--- src/rtl/tetris_input_ctrl_if.sv ---
// Signal bundle between the joystick/button front-end and its driver/consumer.
// adc_valid is a one-way strobe: adc_value is taken on every clk edge where adc_valid=1, there is no ready/backpressure.
interface tetris_input_ctrl_if #(
  parameter int ADC_W = 12
);
  logic [ADC_W-1:0] adc_value;
  logic             adc_valid;
  logic             btn_rotate_n;
  logic             btn_drop_n;
  logic             move_left;
  logic             move_right;
  logic             move_down;
  logic             rotate;
  logic             adc_stale;

  modport master (
    output adc_value, adc_valid, btn_rotate_n, btn_drop_n,
    input  move_left, move_right, move_down, rotate, adc_stale
  );

  modport slave (
    input  adc_value, adc_valid, btn_rotate_n, btn_drop_n,
    output move_left, move_right, move_down, rotate, adc_stale
  );
endinterface

--- src/rtl/tetris_input_ctrl.sv ---
// Joystick hysteresis zone FSM with staleness timeout, plus synchronized and
// debounced rotate / fast-drop buttons; every output is a registered level.
module tetris_input_ctrl #(
  parameter int ADC_W           = 12,
  parameter int LEFT_ON         = 1024,
  parameter int LEFT_OFF        = 1536,
  parameter int RIGHT_OFF       = 2560,
  parameter int RIGHT_ON        = 3072,
  parameter int DEBOUNCE_CYCLES = 1_000_000,
  parameter int ADC_TIMEOUT     = 5_000_000
) (
  input  logic                 clk,
  input  logic                 reset_n,
  tetris_input_ctrl_if.slave   bus,
  output logic [1:0]           zone_dbg
);

  typedef enum logic [1:0] {
    ZONE_CENTER = 2'd0,
    ZONE_LEFT   = 2'd1,
    ZONE_RIGHT  = 2'd2
  } zone_t;

  localparam int TW = $clog2(ADC_TIMEOUT + 1);
  localparam int DW = $clog2(DEBOUNCE_CYCLES);

  localparam logic [ADC_W-1:0] L_ON  = ADC_W'(LEFT_ON);
  localparam logic [ADC_W-1:0] L_OFF = ADC_W'(LEFT_OFF);
  localparam logic [ADC_W-1:0] R_OFF = ADC_W'(RIGHT_OFF);
  localparam logic [ADC_W-1:0] R_ON  = ADC_W'(RIGHT_ON);
  localparam logic [TW-1:0]    TO_LAST = TW'(ADC_TIMEOUT - 1);
  localparam logic [DW-1:0]    DB_LAST = DW'(DEBOUNCE_CYCLES - 1);

  zone_t          zone;
  logic           move_left_q;
  logic           move_right_q;
  logic           stale_q;
  logic [TW-1:0]  idle_cnt;

  // Index 0 = rotate, index 1 = fast-drop.
  logic [1:0]     sync1;
  logic [1:0]     sync2;
  logic [1:0]     db;
  logic [DW-1:0]  db_cnt [2];

  function automatic zone_t next_zone(input zone_t cur, input logic [ADC_W-1:0] v);
    zone_t nz;
    nz = cur;
    case (cur)
      ZONE_CENTER: begin
        if (v <= L_ON)      nz = ZONE_LEFT;
        else if (v >= R_ON) nz = ZONE_RIGHT;
      end
      ZONE_LEFT: begin
        if (v >= R_ON)       nz = ZONE_RIGHT;
        else if (v >= L_OFF) nz = ZONE_CENTER;
      end
      ZONE_RIGHT: begin
        if (v <= L_ON)       nz = ZONE_LEFT;
        else if (v <= R_OFF) nz = ZONE_CENTER;
      end
      default: nz = ZONE_CENTER;
    endcase
    return nz;
  endfunction

  // A valid sample always wins over the timeout reached on the same cycle.
  always_ff @(posedge clk or negedge reset_n) begin
    if (!reset_n) begin
      zone         <= ZONE_CENTER;
      move_left_q  <= 1'b0;
      move_right_q <= 1'b0;
      stale_q      <= 1'b0;
      idle_cnt     <= '0;
    end else if (bus.adc_valid) begin
      zone         <= next_zone(zone, bus.adc_value);
      move_left_q  <= (next_zone(zone, bus.adc_value) == ZONE_LEFT);
      move_right_q <= (next_zone(zone, bus.adc_value) == ZONE_RIGHT);
      stale_q      <= 1'b0;
      idle_cnt     <= '0;
    end else if (idle_cnt != TW'(ADC_TIMEOUT)) begin
      idle_cnt <= idle_cnt + TW'(1);
      if (idle_cnt == TO_LAST) begin
        zone         <= ZONE_CENTER;
        move_left_q  <= 1'b0;
        move_right_q <= 1'b0;
        stale_q      <= 1'b1;
      end
    end
  end

  always_ff @(posedge clk or negedge reset_n) begin
    if (!reset_n) begin
      sync1 <= 2'b11;
      sync2 <= 2'b11;
      db    <= 2'b00;
      for (int i = 0; i < 2; i++) db_cnt[i] <= '0;
    end else begin
      sync1 <= {bus.btn_drop_n, bus.btn_rotate_n};
      sync2 <= sync1;
      for (int i = 0; i < 2; i++) begin
        if (~sync2[i] == db[i]) begin
          db_cnt[i] <= '0;
        end else if (db_cnt[i] == DB_LAST) begin
          db[i]     <= ~sync2[i];
          db_cnt[i] <= '0;
        end else begin
          db_cnt[i] <= db_cnt[i] + DW'(1);
        end
      end
    end
  end

  assign bus.move_left  = move_left_q;
  assign bus.move_right = move_right_q;
  assign bus.adc_stale  = stale_q;
  assign bus.rotate     = db[0];
  assign bus.move_down  = db[1];
  assign zone_dbg       = zone;

endmodule
--- src/flat_wrapper.sv ---
// flat-port wrapper written by rule: the top's interface ports become plain ports
module tetris_input_ctrl_flat 
#(
  parameter int ADC_W           = 12,
  parameter int LEFT_ON         = 1024,
  parameter int LEFT_OFF        = 1536,
  parameter int RIGHT_OFF       = 2560,
  parameter int RIGHT_ON        = 3072,
  parameter int DEBOUNCE_CYCLES = 1_000_000,
  parameter int ADC_TIMEOUT     = 5_000_000
)
  (clk, reset_n, zone_dbg, bus_adc_value, bus_adc_valid, bus_btn_rotate_n, bus_btn_drop_n, bus_move_left, bus_move_right, bus_move_down, bus_rotate, bus_adc_stale);
  tetris_input_ctrl_if #(.ADC_W(ADC_W)) bus_i ();
  input  logic clk;
  input  logic reset_n;
  output logic [1:0] zone_dbg;
  input wire logic [$bits(bus_i.adc_value)-1:0] bus_adc_value;
  input wire logic [$bits(bus_i.adc_valid)-1:0] bus_adc_valid;
  input wire logic [$bits(bus_i.btn_rotate_n)-1:0] bus_btn_rotate_n;
  input wire logic [$bits(bus_i.btn_drop_n)-1:0] bus_btn_drop_n;
  output wire logic [$bits(bus_i.move_left)-1:0] bus_move_left;
  output wire logic [$bits(bus_i.move_right)-1:0] bus_move_right;
  output wire logic [$bits(bus_i.move_down)-1:0] bus_move_down;
  output wire logic [$bits(bus_i.rotate)-1:0] bus_rotate;
  output wire logic [$bits(bus_i.adc_stale)-1:0] bus_adc_stale;
  assign bus_i.adc_value = bus_adc_value;
  assign bus_i.adc_valid = bus_adc_valid;
  assign bus_i.btn_rotate_n = bus_btn_rotate_n;
  assign bus_i.btn_drop_n = bus_btn_drop_n;
  assign bus_move_left = bus_i.move_left;
  assign bus_move_right = bus_i.move_right;
  assign bus_move_down = bus_i.move_down;
  assign bus_rotate = bus_i.rotate;
  assign bus_adc_stale = bus_i.adc_stale;
  tetris_input_ctrl #(.ADC_W(ADC_W), .LEFT_ON(LEFT_ON), .LEFT_OFF(LEFT_OFF), .RIGHT_OFF(RIGHT_OFF), .RIGHT_ON(RIGHT_ON), .DEBOUNCE_CYCLES(DEBOUNCE_CYCLES), .ADC_TIMEOUT(ADC_TIMEOUT)) u_core (.clk(clk), .reset_n(reset_n), .bus(bus_i), .zone_dbg(zone_dbg));
endmodule
--- config.mk ---
export PLATFORM = sky130hd
export DESIGN_NAME = tetris_input_ctrl_flat
export DESIGN_NICKNAME = d
export VERILOG_FILES = /design/src/rtl/tetris_input_ctrl_if.sv /design/src/rtl/tetris_input_ctrl.sv /design/src/flat_wrapper.sv
export SDC_FILE = /design/constraint.sdc
export NUM_CORES = 1
export LEC_CHECK = 0
export CORE_UTILIZATION = 45
export CTS_CLUSTER_DIAMETER = 100
export CTS_CLUSTER_SIZE = 28
export DETAILED_ROUTE_END_ITERATION = 12
export DONT_BUFFER_PORTS = 1
export SKIP_CTS_REPAIR_TIMING = 1
export SYNTH_ARGS = -nofsm -noshare
export SYNTH_HDL_FRONTEND = slang
export SYNTH_SLANG_ARGS = --single-unit
export TNS_END_PERCENT = 1
--- constraint.sdc ---
create_clock -name clk -period 4.8 [get_ports clk]
set_input_delay 1.2 -clock clk [delete_from_list [all_inputs] [get_ports clk]]
set_output_delay 1.2 -clock clk [all_outputs]
set_load 0.02 [all_outputs]
==> results.md <==
- 24 I/O pins were placed.
- Counting cells, the worst reg-to-reg path comes to 6.
- The biggest area consumer among synthesized cells is sky130_fd_sc_hd__dfrtp_1.
- The overall die area is 8630 um2.
- The slew at the pin closest to its max-slew limit is 0.865 ns.
- The tightest min-delay check is of the register to register type.
- The via count normalized by instance count is 5.72.
- Leaving out fill and tap cells, the most frequent cell in the layout is sky130_fd_sc_hd__dfrtp_1.
- In this run the vertical extent of the chip is 92.9 um.
- The share of total power dissipated in sequential elements is 0.549.
- The part of the total power dissipated in the clock network is 0.425.
- For this run, design rule violations remaining after detail routing come to 0.
- After filler insertion, the fill cell instance count of the layout stands at 753.
- In this run the tool buffered the top-level ports with 0 buffer cells.
- The clock passes through at most 2 buffers.
- Entering global routing, the biggest net connects 75 pins.
- A synthesized cell averages 9.84 um2.
- The worst setup path is captured at a register.
- Compared with the post-synthesis result, the final layout area differs by 7.57%.
- In this run the static leakage power is 0.00151 uW.
- The final layout contains 401 nets.
- Sorting the synthesized cells by area gives the leading types as sky130_fd_sc_hd__dfrtp_1 47%, sky130_fd_sc_hd__xnor2_1 5.7%, sky130_fd_sc_hd__nor2_1 4.3%, sky130_fd_sc_hd__a21oi_1 3.4%, sky130_fd_sc_hd__nand3_1 3.0%.
- After floorplanning, the core was divided into 32 placement rows.
- The share of the Yosys chip area taken by registers is 0.499.
- For the worst-skew pair, the clock arrives at the later sink with an insertion delay of 0.36 ns.
- The worst slew margin relative to its limit is 0.417.
- Of the cells placed in the final design, the portion with a size suffix greater than 1 is 0.0883.
- Across the VDD grid, the largest voltage drop is 0.147 mV.
- STA puts the critical path data arrival time at 2.56 ns.
- The total overflow left after global routing is 0.
- The depth of the CTS H-tree is 3.
- Following the worst setup path forward leads to its endpoint at u_core.db_cnt[32].
- The final routed wire length divided by cell count is 14.4 um.
- TritonCTS created 9 clock buffers.
- The die is 92.9 um wide.
- The share of flip-flops with an asynchronous set or reset is 1.00.
- The share of the synthesized area in the top cell type is 0.471.
- The first TritonRoute pass finished after 4 iterations.
- The initial antenna violation count came to 0.
- Of the available clock period, the critical path in the final layout requires 0.482.
- The first global-routing pass estimated 12,500 um of wire.
- The startpoint of the worst setup timing path is u_core.db_cnt[20].
- The number of violations reported at the end of detailed-routing iteration 0 is 123.
- The overall global routing resource usage is 0.184.
- The clock-pin transition on the worst setup and hold timing paths is 0.09 ns.
- The final setup TNS is 0 ns.
- The post-synth net total is 399.
- The final critical-path required period is 2.31 ns.
- The worst setup path is launched from a register.
- Routability-driven placement finished with a final weighted congestion of 0.761.
- The clock sink count is 74.
- Counting flops and latches in the post-synthesis netlist gives 74.
- The count of maximum capacitance violations is 0.
- The total power consumption of the routed design is 1180 uW.
- The setup path with the least slack is of type register to register.
- Setup repair after global routing left no endpoint under its margin.
- In this run the clock root is driven by a sky130_fd_sc_hd__clkbuf_8.
- The peak clock frequency supported by timing is 432 MHz.
- Across all layers, the routed design uses 2,785 vias.
- The final-report hold violation count is 0.
- In this run the register-to-register setup slack is 2.49 ns.
- The synthesis warning total is 0.
- For this design the total switching power over the nets is 281 uW.
- The final number of max-transition violations came to 0.
- After detailed routing, the total wire length is 7000 um.
- The highest fanout seen on the critical path is 11.
- The startpoint identified for the worst register-to-register timing path is u_core.db_cnt[20].
- Leaving out fill and tap cells, the most frequent cells in the layout are 70 x sky130_fd_sc_hd__dfrtp_1, 43 x sky130_fd_sc_hd__nor2_1, 25 x sky130_fd_sc_hd__a21oi_1.
- The starting density of the core is 0.474.
- The most used flip-flop cell after synthesis is sky130_fd_sc_hd__dfrtp_1.
- The total inserted antenna cells is 0.
- The largest clock skew in the final design is 0.0172 ns.
- The power share of the combinational group is 0.026.
- The worst path required time is 5.04 ns.
- The design internal power is 902 uW.
- The run finished with clean final reports.
- For this run, the share of the core covered by cells in the final layout is 0.510.
- Summed over all nets, the half-perimeter wirelength after detailed placement is 4600 um.
- The synthesized instance count is 378.
- The netlist area before placement is 3720 um2.
- For this design the ratio of total power to cell area is 296 nW/um2.
- The endpoint of the worst-slack reg-to-reg timing path is u_core.db_cnt[32].
- Counting flops with a built-in enable in the synthesized netlist gives 0.
- The placeable core region is 7850 um2.
- Of the total power, the share spent switching nets is 0.237.
- The number of setup violations in the final report is 0.
- The number of library cell types mapped by synthesis is 48.
- The number of global-route vias before repair came to 2,760.
- The CTS tree is built.
- The count of nets left with antenna violations once routing finished came out at 0.
-- worst min path at each step --
stage / from / endpoint / slack [ns] / cells after the start
5_1_grt: u_core.sync1[1] / u_core.sync2[1] / 0.37 / 0
3_5_place_dp: u_core.sync1[0] / u_core.sync2[0] / 0.35 / 0
3_3_place_gp: u_core.sync1[1] / u_core.sync2[1] / 0.35 / 0
4_1_cts: u_core.sync1[0] / u_core.sync2[0] / 0.36 / 0
6_report: u_core.sync1[0] / u_core.sync2[0] / 0.36 / 0
2_1_floorplan: u_core.sync1[0] / u_core.sync2[0] / 0.35 / 0
-- routing by layer --
layer | global-route usage | up-vias | routed length (um)
met2 | 0.294 | 29 | 3220
met1 | 0.236 | 1366 | 3460
li1 | - | 1377 | -
met5 | 0 | - | 0
met4 | 0.0962 | 0 | 151
met3 | 0.0337 | 13 | 158
-- logic make-up (layout without fill, tap and decap cells) --
family	after synthesis	in the layout	synth area share
multiplexers	1	1	0.00269
flip-flops	74	74	0.499
AND/OR/NAND/NOR	174	174	0.261
adder cells (fa/ha/maj)	4	4	0.0135
buffers and inverters	27	34	0.0346
XOR/XNOR	36	36	0.0848
AO/OA/AOI/OAI	62	62	0.104
-- state kept, by name, summed over array words and instances (netlist names) --
name / count
u_core.bus.move_right: 1
u_core.bus.adc_stale: 1
u_core.idle_cnt: 23
u_core.db_cnt: 40
u_core.sync2: 2
u_core.bus.move_left: 1
u_core.sync1: 2
u_core.db: 2
u_core.zone_dbg: 2
-- worst max-delay path, cell delays in order, from the launching register on --
cell	delay [ns]
sky130_fd_sc_hd__dfrtp_1	0.39
sky130_fd_sc_hd__ha_1	0.23
sky130_fd_sc_hd__and4_1	0.24
sky130_fd_sc_hd__nand2_1	0.12
sky130_fd_sc_hd__o41ai_2	0.85
sky130_fd_sc_hd__buf_4	0.31
sky130_fd_sc_hd__nor2_1	0.07
-- Yosys cell counts, types with 2 or more instances --
master	n
sky130_fd_sc_hd__and3_1	3
sky130_fd_sc_hd__and4_1	4
sky130_fd_sc_hd__nor2b_1	2
sky130_fd_sc_hd__nand3_1	22
sky130_fd_sc_hd__nand2_1	22
sky130_fd_sc_hd__dfstp_2	4
sky130_fd_sc_hd__a21oi_1	25
sky130_fd_sc_hd__nand4_1	10
sky130_fd_sc_hd__nor4_1	14
sky130_fd_sc_hd__ha_1	4
sky130_fd_sc_hd__o21ai_0	13
sky130_fd_sc_hd__inv_1	17
sky130_fd_sc_hd__clkbuf_1	4
sky130_fd_sc_hd__xnor2_1	24
sky130_fd_sc_hd__or3_2	3
sky130_fd_sc_hd__or3_1	8
sky130_fd_sc_hd__nor2_1	43
sky130_fd_sc_hd__dfrtp_1	70
sky130_fd_sc_hd__buf_2	2
sky130_fd_sc_hd__o21bai_1	2
sky130_fd_sc_hd__o31ai_1	11
sky130_fd_sc_hd__nand2b_1	5
sky130_fd_sc_hd__nor4b_1	6
sky130_fd_sc_hd__o41ai_1	2
sky130_fd_sc_hd__xor2_1	12
sky130_fd_sc_hd__a31oi_1	3
sky130_fd_sc_hd__or4_1	13
sky130_fd_sc_hd__buf_4	2
sky130_fd_sc_hd__nor3_1	9
-- power by group through the flow --
stage	combinational, uW	clock, uW	sequential (uW)
after floorplan	29.7	0	660
after global placement	30.1	0	662
after detailed placement	30.8	0	663
after CTS	31.1	515	650
after global routing	36.2	536	652
final	30.3	503	650
-- final cells by class --
type                            instances  area, um2  area share
Clock buffer                           10        138      0.0344
Clock inverter                          6       66.3      0.0166
Inverter                               17       63.8      0.0159
Multi-Input combinational cell        277       1740       0.435
Sequential cell                        74       1860       0.464
Tap cell                              102        128      0.0319
Timing Repair Buffer                    1       7.51     0.00188
-- metrics by stage --
step | hold WS [ns] | setup WS [ns] | cells | cell area [um2]
6_report | 0.359 | 2.49 | 487 | 4000
5_1_grt | 0.370 | 2.23 | 487 | 4000
4_1_cts | 0.360 | 2.44 | 487 | 4000
3_5_place_dp | 0.347 | 2.44 | 471 | 3800
3_3_place_gp | 0.346 | 2.55 | 471 | 3800
2_1_floorplan | 0.345 | 2.76 | 378 | 3720
(Power assumes the default switching activity.)
